$ cat src/rtl/kernel_scheduler.sv
// rtl/kernel_scheduler.sv - frame-synchronous 3x3 convolution kernel selector and loader
//
// Holds the six-entry kernel table, tracks the user's selection (next/prev
// pulses plus optional auto-cycle) and preloads the chosen kernel into a
// shadow bank one entry per cycle. The shadow bank is copied to the active
// outputs only on a frame-start pulse, so a frame never sees mixed kernels.
//
// Ports:
//   clk_in         system clock
//   rst_in         asynchronous active-high reset
//   next_in        pulse: select next kernel
//   prev_in        pulse: select previous kernel
//   frame_start_in pulse at the first pixel of each frame
//   coeffs_out     active coefficients [row][col], signed 8-bit
//   shift_out      active right-shift
//   offset_out     active signed offset
//   kernel_id_out  active kernel index, 7 = none loaded
//   pending_out    high while a change is queued or loading
//   swap_out       one-cycle pulse in the cycle the new kernel becomes active
module kernel_scheduler #(
  parameter int NUM_KERNELS    = 6,
  parameter int DEFAULT_KERNEL = 0,
  parameter int AUTO_FRAMES    = 0
) (
  input  logic                     clk_in,
  input  logic                     rst_in,
  input  logic                     next_in,
  input  logic                     prev_in,
  input  logic                     frame_start_in,
  output logic signed [2:0][2:0][7:0] coeffs_out,
  output logic [7:0]               shift_out,
  output logic signed [7:0]        offset_out,
  output logic [2:0]               kernel_id_out,
  output logic                     pending_out,
  output logic                     swap_out
);

  localparam logic [2:0]  LAST_SEL  = 3'(NUM_KERNELS - 1);
  localparam logic [15:0] AUTO_LAST = 16'(AUTO_FRAMES - 1);
  localparam logic [3:0]  LAST_IDX  = 4'd10;

  typedef enum logic [1:0] {S_IDLE, S_LOAD, S_READY} state_t;

  state_t r_state;
  state_t w_state_nxt;

  logic [2:0]  r_sel;
  logic [2:0]  w_sel_nxt;
  logic [15:0] r_frame_cnt;
  logic [2:0]  r_load_id;
  logic [3:0]  r_idx;
  logic [7:0]  r_shadow [0:10];
  logic signed [2:0][2:0][7:0] r_coeffs;
  logic [7:0]  r_shift;
  logic [7:0]  r_offset;
  logic [2:0]  r_kernel_id;
  logic        r_pending;
  logic        r_swap;

  logic w_press_next;
  logic w_press_prev;
  logic w_manual;
  logic w_auto;
  logic w_start_load;
  logic w_write;
  logic w_swap;

  // Table entries 0..8 are row-major coefficients, 9 = shift, 10 = offset.
  function automatic logic [7:0] table_entry(input logic [2:0] id, input logic [3:0] idx);
    logic [7:0] e [0:10];
    case (id)
      3'd1:    e = '{8'h01, 8'h02, 8'h01, 8'h02, 8'h04, 8'h02, 8'h01, 8'h02, 8'h01, 8'h04, 8'h00};
      3'd2:    e = '{8'h00, 8'hFF, 8'h00, 8'hFF, 8'h05, 8'hFF, 8'h00, 8'hFF, 8'h00, 8'h00, 8'h10};
      3'd3:    e = '{8'hFF, 8'hFF, 8'hFF, 8'hFF, 8'h08, 8'hFF, 8'hFF, 8'hFF, 8'hFF, 8'h00, 8'h10};
      3'd4:    e = '{8'h01, 8'h00, 8'hFF, 8'h02, 8'h00, 8'hFE, 8'h01, 8'h00, 8'hFF, 8'h00, 8'h00};
      3'd5:    e = '{8'hFF, 8'hFE, 8'hFF, 8'h00, 8'h00, 8'h00, 8'h01, 8'h02, 8'h01, 8'h00, 8'h00};
      default: e = '{8'h00, 8'h00, 8'h00, 8'h00, 8'h01, 8'h00, 8'h00, 8'h00, 8'h00, 8'h00, 8'h00};
    endcase
    return (idx <= LAST_IDX) ? e[idx] : 8'h00;
  endfunction

  // Simultaneous next and prev cancel out and count as no press at all.
  assign w_press_next = next_in & ~prev_in;
  assign w_press_prev = prev_in & ~next_in;
  assign w_manual     = w_press_next | w_press_prev;
  assign w_auto       = (AUTO_FRAMES != 0) && frame_start_in && (r_frame_cnt == AUTO_LAST);

  always_comb begin
    w_sel_nxt = r_sel;
    if (w_press_next || (w_auto && !w_manual)) begin
      w_sel_nxt = (r_sel == LAST_SEL) ? 3'd0 : r_sel + 3'd1;
    end else if (w_press_prev) begin
      w_sel_nxt = (r_sel == 3'd0) ? LAST_SEL : r_sel - 3'd1;
    end
  end

  always_ff @(posedge clk_in or posedge rst_in) begin
    if (rst_in) r_state <= S_IDLE;
    else        r_state <= w_state_nxt;
  end

  always_comb begin
    w_state_nxt  = r_state;
    w_start_load = 1'b0;
    w_write      = 1'b0;
    w_swap       = 1'b0;
    case (r_state)
      S_IDLE: begin
        if (r_sel != r_kernel_id) begin
          w_state_nxt  = S_LOAD;
          w_start_load = 1'b1;
        end
      end
      S_LOAD, S_READY: begin
        // A selection change while loading or waiting wins over everything:
        // either fall back to the kernel already active, or reload.
        if (r_sel != r_load_id) begin
          if (r_sel == r_kernel_id) begin
            w_state_nxt = S_IDLE;
          end else begin
            w_state_nxt  = S_LOAD;
            w_start_load = 1'b1;
          end
        end else if (r_state == S_LOAD) begin
          w_write = 1'b1;
          if (r_idx == LAST_IDX) w_state_nxt = S_READY;
        end else if (frame_start_in) begin
          w_state_nxt = S_IDLE;
          w_swap      = 1'b1;
        end
      end
      default: w_state_nxt = S_IDLE;
    endcase
  end

  always_ff @(posedge clk_in or posedge rst_in) begin
    if (rst_in) begin
      r_sel       <= 3'(DEFAULT_KERNEL);
      r_frame_cnt <= '0;
      r_load_id   <= '0;
      r_idx       <= '0;
      for (int i = 0; i < 11; i++) r_shadow[i] <= '0;
      r_coeffs    <= '0;
      r_shift     <= '0;
      r_offset    <= '0;
      r_kernel_id <= 3'd7;
      r_pending   <= 1'b0;
      r_swap      <= 1'b0;
    end else begin
      r_sel     <= w_sel_nxt;
      r_swap    <= w_swap;
      r_pending <= (r_state != S_IDLE) || (r_sel != r_kernel_id);
      if (w_manual || w_auto)  r_frame_cnt <= '0;
      else if (frame_start_in) r_frame_cnt <= r_frame_cnt + 16'd1;
      if (w_start_load) begin
        r_load_id <= r_sel;
        r_idx     <= '0;
      end
      if (w_write) begin
        r_shadow[r_idx] <= table_entry(r_load_id, r_idx);
        r_idx           <= r_idx + 4'd1;
      end
      if (w_swap) begin
        for (int r = 0; r < 3; r++)
          for (int c = 0; c < 3; c++)
            r_coeffs[r][c] <= r_shadow[r*3 + c];
        r_shift     <= r_shadow[9];
        r_offset    <= r_shadow[10];
        r_kernel_id <= r_load_id;
      end
    end
  end

  assign coeffs_out    = r_coeffs;
  assign shift_out     = r_shift;
  assign offset_out    = r_offset;
  assign kernel_id_out = r_kernel_id;
  assign pending_out   = r_pending;
  assign swap_out      = r_swap;

endmodule

$ cat config.mk
export PLATFORM = sky130hd
export DESIGN_NAME = kernel_scheduler
export DESIGN_NICKNAME = d
export VERILOG_FILES = /design/src/rtl/kernel_scheduler.sv
export SDC_FILE = /design/constraint.sdc
export NUM_CORES = 1
export LEC_CHECK = 0
export BUFFER_PORTS_ARGS = -buffer_cell sky130_fd_sc_hd__buf_2
export CAP_MARGIN = 15
export CORE_ASPECT_RATIO = 0.9
export CORE_UTILIZATION = 50
export DETAILED_ROUTE_END_ITERATION = 12
export GPL_ROUTABILITY_DRIVEN = 0
export PLACE_DENSITY = 0.78
export SLEW_MARGIN = 10
export SYNTH_ARGS = -nofsm -noshare
export SYNTH_HDL_FRONTEND = slang
export SYNTH_SLANG_ARGS = --single-unit
$ cat constraint.sdc
create_clock -name clk_in -period 12.16 [get_ports clk_in]
set_input_delay 1.216 -clock clk_in [delete_from_list [all_inputs] [get_ports clk_in]]
set_output_delay 1.216 -clock clk_in [all_outputs]
set_load 0.01 [all_outputs]
== After elaboration in Yosys (flattened, before gate mapping) ==
Cells that the tools add are included.

* $add $sub $neg: 3
* Multiply operators: 0
* Divide/modulo/power cells: 0
* $lt $le $gt $ge: 3
* Equal/unequal tests: 15
* Shifts and indexed selects: 0
* Mux-type cells: 33
* Bitwise logic cells: 5
* Reductions and logical operators: 9

{| class="wikitable"
|+ Operator list
! kind !! number
|-
| one-hot mux 88 bit (5 select lines) || 1
|-
| bitwise mux 88 bit || 1
|-
| 2-to-1 mux 88 bit || 1
|-
| binary-select mux 8 bit (select 4 bit) || 1
|-
| demux 8 bit (select 4 bit) || 1
|-
| 2-to-1 mux 8 bit || 4
|-
| 2-to-1 mux 3 bit || 4
|-
| 2-to-1 mux 1 bit || 11
|-
| 2-to-1 mux 2 bit || 5
|-
| == test 3 bit (second input constant) || 3
|-
| 2-to-1 mux 4 bit || 2
|-
| != test 4 bit (second input constant) || 2
|-
| == test 3 x 2 -> 1 bit (second input constant) || 2
|-
| != test 3 bit || 2
|-
| nonzero test 2 bit || 3
|-
| greater-or-equal comparator 5 bit (second input constant) || 1
|-
| less-than comparator 5 x 1 -> 1 bit (second input constant) || 1
|-
| inverter 4 -> 5 bit || 1
|-
| adder 4 x 1 -> 4 bit (second input constant) || 1
|-
| == test 4 bit (second input constant) || 1
|-
| <= comparator 4 bit (second input constant) || 1
|-
| one-hot mux 2 bit (2 select lines) || 1
|-
| adder 3 x 1 -> 3 bit (second input constant) || 1
|-
| == test 3 x 1 -> 1 bit (second input constant) || 1
|-
| 14 further kinds || 16
|}

* Flip-flop bits (word level): 193
* Latch bits: 0
* Bits in writable memories: 0
* Bits in read-only memories: 0
* Input bits: 5
* Memories kept: 0

== Longest topological paths before layout ==
Gate-level depths: netlist (run 1).

* Word-level depth: 10
* Gate-level depth with buffers: 9
* Mapped depth without buffers: 7

== Worst setup path before layout (run 1) ==
OpenSTA, ideal clock, no wires.

* Path kind: input-to-reg
* From: input port frame_start_in
* To: register r_coeffs (netlist bit coeffs_out[0])
* Library setup time: 0.125 ns
* Arrival: 2.116 ns
* Required time: 12.035 ns
* Setup slack: 9.919 ns
* Stages: 4
* Path buffers: 1
* Path through: nand2_1 > nor3_4 > buf_6 > mux2_4

* Longest elaborated chain between the ends: 4

{| class="wikitable"
|+ Ends and longest elaborated chain
! element !! line !! RTL
|-
| start: declaration || 29 || <nowiki>input logic frame_start_in,</nowiki>
|-
| 2-to-1 mux 1 bit || 127 || <nowiki>end else if (frame_start_in) begin</nowiki>
|-
| 2-to-1 mux 1 bit || 124 || <nowiki>end else if (r_state == S_LOAD) begin</nowiki>
|-
| 2-to-1 mux 1 bit || 117 || <nowiki>if (r_sel != r_load_id) begin</nowiki>
|-
| 2-to-1 mux 1 bit || 107 || <nowiki>case (r_state)</nowiki>
|-
| end signal: indexed assignment || 166 || <nowiki>r_coeffs[r][c] <= r_shadow[r*3 + c];</nowiki>
|-
| end: declaration || 53 || <nowiki>logic signed [2:0][2:0][7:0] r_coeffs;</nowiki>
|}

No other way between the ends.
A chain may end at the register's enable or synchronous reset.

== Worst setup path in the final report (run 1) ==
* From: register r_load_id[2]
* To: register r_coeffs (netlist bit coeffs_out[17])

* Longest elaborated chain between the ends: 3

{| class="wikitable"
|+ Ends and longest elaborated chain
! element !! line !! RTL
|-
| start: declaration || 50 || <nowiki>logic [2:0] r_load_id;</nowiki>
|-
| start signal: assignment || 156 || <nowiki>r_load_id <= r_sel;</nowiki>
|-
| != test 3 bit || 117 ||
|-
| 2-to-1 mux 1 bit || 117 ||
|-
| 2-to-1 mux 1 bit || 107 ||
|}

No other way between the ends.

==> qor.yml, run 1 <==
clock_network:
  clockRootBuffer: "clkbuf_16"
  cts_made_buffers: 17
  cts_tree: "yes"
  cts_setup_buffers: 0
  holdBufCountCts: 0
  clk_latency_ns: 0.42
  clock_sinks: 149
  clkSlewWorstSetupHoldPaths_ns: 0.06
  htree_num_levels: 4
  cts_resized: 0
  cts_buffer_depth: 2
final_layout:
  antenna_cells: 0
  design_area_um2: 7630
  final_cell_mix: "dfrtp_1, buf_2, mux2_2"
  finalNetCount: 616
  drive_gt1_frac: 0.362
  final_util: 0.597
  layout.cells.most_common: "dfrtp_1"
  syn_to_final_growth_pct: 15.4
  fin_cells: 778
pwr:
  clockPowerShare: 0.345
  powerDensity_nw_per_um2: 209
  p_int_w: 0.00108
  p_seq_frac: 0.398
  power.switching_fraction: 0.325
  cellLeakagePower_nw: 3.93
  peakVddDrop_mv: 0.126
  pwr-share-comb: 0.258
  power_switching_w: 0.000519
sta:
  slew_headroom: 0.286
  fmax_mhz: 386
  period_needed_ns: 2.59
  grt_setup_unrepaired: "no"
  hold_viol_final: 0
  worst_slew_pin_slew_ns: 1.06
  tns_ns: 0
  setup_viol_count_final: 0
  finalCritPeriodShare: 0.213
  finalMaxSlewViolations: 0
  skew_ns: 0.00978
  hold_slack_ns: 0.482
synthesis:
  synth_nets: 546
  synthArstFlopShare: 1.00
  syn-cell-area_um2: 6620
  synthCells: 531
  synth_seq_cells: 149
  synth-edff-count: 0
  ys_types: 53
  syn_avg_cell_area_um2: 12.5
  seq_area_frac_synth: 0.564
  ys.flop_type: "dfrtp_1"
  yosys_warnings: 0
routing:
  avgRoutedWirePerCell_um: 16.7
  wl_um: 13000
  drt_iter0_markers: 288
  drc_errors: 0
  via_count: 4248
  ant_nets: 0
  firstDrtPassIters: 4
  post_drt_via_cell_ratio: 5.46
status:
  status: "finished clean"
global_route:
  grt_max_degree: 80
  grt.total_usage: 0.203
  antenna_found_initial: 0
  met1_usage: 0.280
  gr-total-overflow: 0
  grt_pass1_vias: 4217
  use_met2: 0.309
  use_met3: 0.0545
  grt_pass1_wl_um: 21300
  grt_busiest_layer: "met2"
floorplanning:
  start_util: 0.518
  die_y_um: 111
  io_pins: 98
  rows: 39
  die_w_um: 123
  core_um2: 12800
  dieArea_um2: 13700
worst_setup_path:
  slowest_stage: "dfrtp_1"
  worstPathMaxFanout: 36
  critPathKind: "reg -> reg"
  cp.buffers_inverters: 1
  crit_path_start: "r_load_id[2]$_DFFE_PP0P_"
  endpoint_kind: "flip-flop"
  max_stage_delay_ns: 0.60
  arrival_ns: 2.89
  worst_ep_required_time_ns: 12.46
  critPathTopFamily: "flip-flops"
  start_kind: "flip-flop"
  crit_chain: "xnor2_1 > nand3_4 > nor3_4 > buf_4 > mux2_2"
  reg2reg_from: "r_load_id[2]$_DFFE_PP0P_"
run:
  max-cap-violations: 0
place:
  dp_hpwl_um: 8710
  port-buffer-count: 97
  placed_cell_area_um2: 7010
  dp.cells: 746
worst_hold_path:
  hp-start: "coeffs_out[10]$_DFFE_PP0P_"
  hold_path.class: "reg -> reg"
-- per-stage QoR --
step	total power, W	setup WS, ns
finish	0.00160	9.57
CTS	0.00160	9.58
global route	0.00168	9.39
global placement	0.00103	9.42
detailed placement	0.00105	9.32
floorplan	0.000963	6.94
-- final timing paths --
kind                                              end  slack, ns  cells after the start
min in group asynchronous  coeffs_out[14]$_DFFE_PP0P_       0.87                      2
hold reg to reg            coeffs_out[10]$_DFFE_PP0P_       0.48                      1
hold / removal             coeffs_out[10]$_DFFE_PP0P_       0.48                      1
setup reg to reg           coeffs_out[17]$_DFFE_PP0P_       9.57                      5
setup / recovery           coeffs_out[17]$_DFFE_PP0P_       9.57                      5
max in group asynchronous    r_shadow[34]$_DFFE_PP0P_       9.87                      3
-- logic make-up (layout without fill, tap and decap cells) --
kind of cell             after synthesis  in the layout  synth area share
AND/OR/NAND/NOR                      125            125            0.0985
XOR/XNOR                               7              7           0.00927
multiplexers                          87             87             0.164
flip-flops                           149            149             0.564
buffers and inverters                 63            146            0.0584
AO/OA/AOI/OAI                         90             90            0.0870
adder cells (fa/ha/maj)               10             10            0.0189
-- routing by layer --
| metal | vias up | wire [um] |
|---|---|---|
| li1 | 1977 | - |
| met1 | 2115 | 6030 |
| met2 | 139 | 6130 |
| met3 | 17 | 694 |
| met4 | 0 | 163 |
| met5 | - | 0 |
-- registers in the layout (all words and copies together), names as in the netlist --
register       count
offset_out         6
swap_out           1
kernel_id_out      3
shift_out          6
r_sel              3
r_load_id          3
pending_out        1
r_shadow          66
coeffs_out        54
r_idx              4
r_state            2
-- power groups by stage --
stage	sequential (W)	combinational (W)	clock, W
after global placement	0.000635	0.000391	0
after global routing	0.000643	0.000451	0.000581
after floorplan	0.000610	0.000353	0
final	0.000635	0.000411	0.000550
after detailed placement	0.000642	0.000409	0
after CTS	0.000634	0.000413	0.000559
-- final cells by class --
cell class	count	area (um^2)
Clock buffer	17	425
Clock inverter	15	201
Multi-Input combinational cell	319	2500
Tap cell	164	205
Fill cell	1044	5150
Sequential cell	149	3730
Timing Repair Buffer	100	508
Inverter	14	57.6
-- cell usage after synthesis, drive strengths merged (2+ instances only) --
cell    number  share of area
nor3b        3         0.0034
a21boi       2         0.0023
buf         38          0.044
a211oi       2         0.0023
nand3       10         0.0095
xnor2        3         0.0040
nor4b        2         0.0026
mux2        83           0.16
dfrtp      146           0.55
nor2b        3         0.0028
mux2i        4         0.0061
and2         2         0.0019
nand2       33          0.019
nand4        6         0.0066
nand2b       6         0.0057
o21a        21          0.024
xor2         4         0.0053
dfstp        3          0.012
inv         14         0.0079
ha          10          0.019
clkbuf      11         0.0062
nor4         2         0.0019
o21ai       25          0.019
nor3        10          0.015
nor2        42          0.024
a21oi       24          0.018
o21bai       2         0.0023
and3         4         0.0038
No activity file was read; power rests on OpenSTA's default activity.
==> inputs of run 2 (changes only) <==
==> constraint.sdc (replaced) <==
create_clock -name clk_in -period 2.4 [get_ports clk_in]
set_input_delay 0.24 -clock clk_in [delete_from_list [all_inputs] [get_ports clk_in]]
set_output_delay 0.24 -clock clk_in [all_outputs]
set_load 0.01 [all_outputs]
==> run 2 against run 1 <==
  * Design area rose by 2.5%
  * Critical path type unchanged
  * Via count rose by 1.9%
  * Die area did not move
  * Count of clock-buffer cells in the layout increased by 1
  * Maximum frequency up 18%
  * First-iteration DRC count grew 60%
  * Critical endpoint is now r_shadow[10]$_DFFE_PP0P_
  * Power rose to 5.1 times the previous value
  * Highest routed layer unchanged
  * Clock power rose to 4.6 times the previous value
==> qor.yml, run 2 (synthesis results as in run 1) <==
clock_network:
  clk_latency_ns: 0.43  # about the same
  cts_tree: "yes"
  clock_sinks: 149  # unchanged
  clockRootBuffer: "clkbuf_16"
  clkSlewWorstSetupHoldPaths_ns: 0.06  # about the same
  cts_resized: 0  # unchanged
  cts_buffer_depth: 2  # unchanged
  cts_made_buffers: 17  # unchanged
  htree_num_levels: 4  # unchanged
status:
  status: "finished clean"
pwr:
  power.switching_fraction: 0.335  # +0.0104
  clockPowerShare: 0.315  # -0.030
  power_w: 0.00808  # +410%
  powerDensity_nw_per_um2: 1030  # +390%
  pwr-share-comb: 0.305  # +0.047
  cellLeakagePower_nw: 4.05  # +2.9%
  peakVddDrop_mv: 0.553  # +340%
  p_seq_frac: 0.380  # -0.018
  power_switching_w: 0.00271  # +420%
  p_int_w: 0.00537  # +400%
final_layout:
  final_cell_mix: "dfrtp_1, buf_2, mux2_2"
  layout.cells.most_common: "dfrtp_1"
  drive_gt1_frac: 0.383  # +0.0212
  design_area_um2: 7820  # +2.5%
  regMostFlops: "r_shadow"
  finalNetCount: 642  # +4.2%
  fillers: 1012  # -3.1%
  antenna_cells: 0  # unchanged
  syn_to_final_growth_pct: 18.2
  largest_reg_flops: 66  # unchanged
sta:
  grt_setup_unrepaired: "no"
  worst_slew_pin_slew_ns: 0.513  # -0.544 ns
  fmax_mhz: 456  # +18%
  period_needed_ns: 2.19  # -0.397 ns
  tns_ns: 0  # unchanged
  hold_viol_final: 0  # unchanged
  slew_headroom: 0.655  # +0.369
  finalMaxSlewViolations: 0  # unchanged
  skew_ns: 0.00865  # -0.00113 ns
  setup_viol_count_final: 0  # unchanged
  finalCritPeriodShare: 0.913  # +0.700
global_route:
  grt.total_usage: 0.208  # +0.00533
  grt_pass1_vias: 4230  # +0.31%
  grt_max_degree: 69  # -14%
  antenna_found_initial: 0  # unchanged
  grt_pass1_wl_um: 21700  # +2.2%
  gr-total-overflow: 0  # unchanged
floorplanning:
  io_pins: 98  # unchanged
  die_w_um: 123  # unchanged
  start_util: 0.518  # unchanged
  rows: 39  # unchanged
  dieArea_um2: 13700  # unchanged
  die_y_um: 111  # unchanged
  core_um2: 12800  # unchanged
worst_setup_path:
  critPathKind: "reg -> reg"
  worstPathMaxFanout: 8  # -78%
  arrival_ns: 2.50  # -0.39 ns
  worst_ep_required_time_ns: 2.71  # -9.75 ns
  endpoint_kind: "flip-flop"
  start_kind: "flip-flop"
routing:
  wl_um: 13000  # +0.25%
  firstDrtPassIters: 4  # unchanged
  drt_iter0_markers: 462  # +60%
  via_count: 4328  # +1.9%
  avgRoutedWirePerCell_um: 16.2  # -3.0%
  post_drt_via_cell_ratio: 5.38  # -1.4%
  drc_errors: 0  # unchanged
  ant_nets: 0  # unchanged
place:
  placed_cell_area_um2: 7230  # +3.2%
  dp_hpwl_um: 9130  # +4.9%
  port-buffer-count: 97  # unchanged
worst_hold_path:
  hold_path.class: "in -> reg"
run:
  max-cap-violations: 0  # unchanged
-- run 2: cell types whose count changed in the layout (fill, tap and decap cells not counted), moves of 2 or more --
cell	change
buf_4	+21
buf_12	+4
bufinv_16	-3
inv_8	+3
clkinv_2	-2
-- run 2: timing repair --
action / 4_1_cts / 5_1_grt
hold buffers: 1 / 0
buffers inserted: 0 / 1
endpoints found under the hold margin: 15 / 0
endpoints found under the setup margin: 0 / 1
-- run 2: power by group through the flow --
stage | combinational (W) | sequential, W | clock (W)
floorplan | 0.00179 | 0.00309 | 0
global placement | 0.00236 | 0.00310 | 0
detailed placement | 0.00244 | 0.00312 | 0
CTS | 0.00246 | 0.00308 | 0.00260
global route | 0.00272 | 0.00311 | 0.00271
finish | 0.00246 | 0.00307 | 0.00255
-- run 2: worst paths after layout --
kind	cells past startpoint	from	slack (ns)	end
setup reg to reg	7	r_state[0]$_DFFE_PP0P_	0.21	r_shadow[10]$_DFFE_PP0P_
hold reg to reg	1	coeffs_out[10]$_DFFE_PP0P_	0.48	coeffs_out[10]$_DFFE_PP0P_
min in group asynchronous	3	rst_in	0.37	r_shadow[78]$_DFFE_PP0P_
hold / removal	3	next_in	0.29	r_sel[0]$_DFFE_PP0P_
max in group asynchronous	4	rst_in	1.33	kernel_id_out[0]$_DFFE_PP1P_
setup / recovery	7	r_state[0]$_DFFE_PP0P_	0.21	r_shadow[10]$_DFFE_PP0P_
-- run 2: per-stage QoR --
stage	setup WS (ns)	std cells	utilization	hold WS (ns)
floorplan	0.219	531	-	0.444
global placement	0.308	770	0.565	0.263
detailed placement	0.200	770	0.565	0.270
CTS	0.201	803	0.611	0.285
global route	0.0509	804	0.612	0.328
finish	0.209	804	0.612	0.288
-- run 2: metal layers --
layer | routed length (um) | GRT usage | vias to the layer above
met3 | 768 | 0.0586 | 16
met2 | 6210 | 0.320 | 123
met1 | 5910 | 0.284 | 2167
met5 | 0 | 0 | -
met4 | 153 | 0.0667 | 0
li1 | - | - | 2022
-- run 2: critical path, stage by stage, from the launching register on --
cell and delay, ns:
dfrtp_1 0.41, inv_1 0.10, ha_1 0.34, and2_1 0.20, buf_4 0.15, nand2_1 0.10
nor3_4 0.39, mux2_2 0.39
-- run 2: layout make-up --
| type | instances | area (um^2) | share of cell area |
|---|---|---|---|
| clock buffer | 18 | 429 | 0.0549 |
| sequential | 149 | 3730 | 0.477 |
| inverter | 14 | 56.3 | 0.00720 |
| tap | 164 | 205 | 0.0262 |
| timing repair buffer | 126 | 756 | 0.0966 |
| multi-input combinational | 319 | 2500 | 0.319 |
| clock inverter | 14 | 144 | 0.0184 |
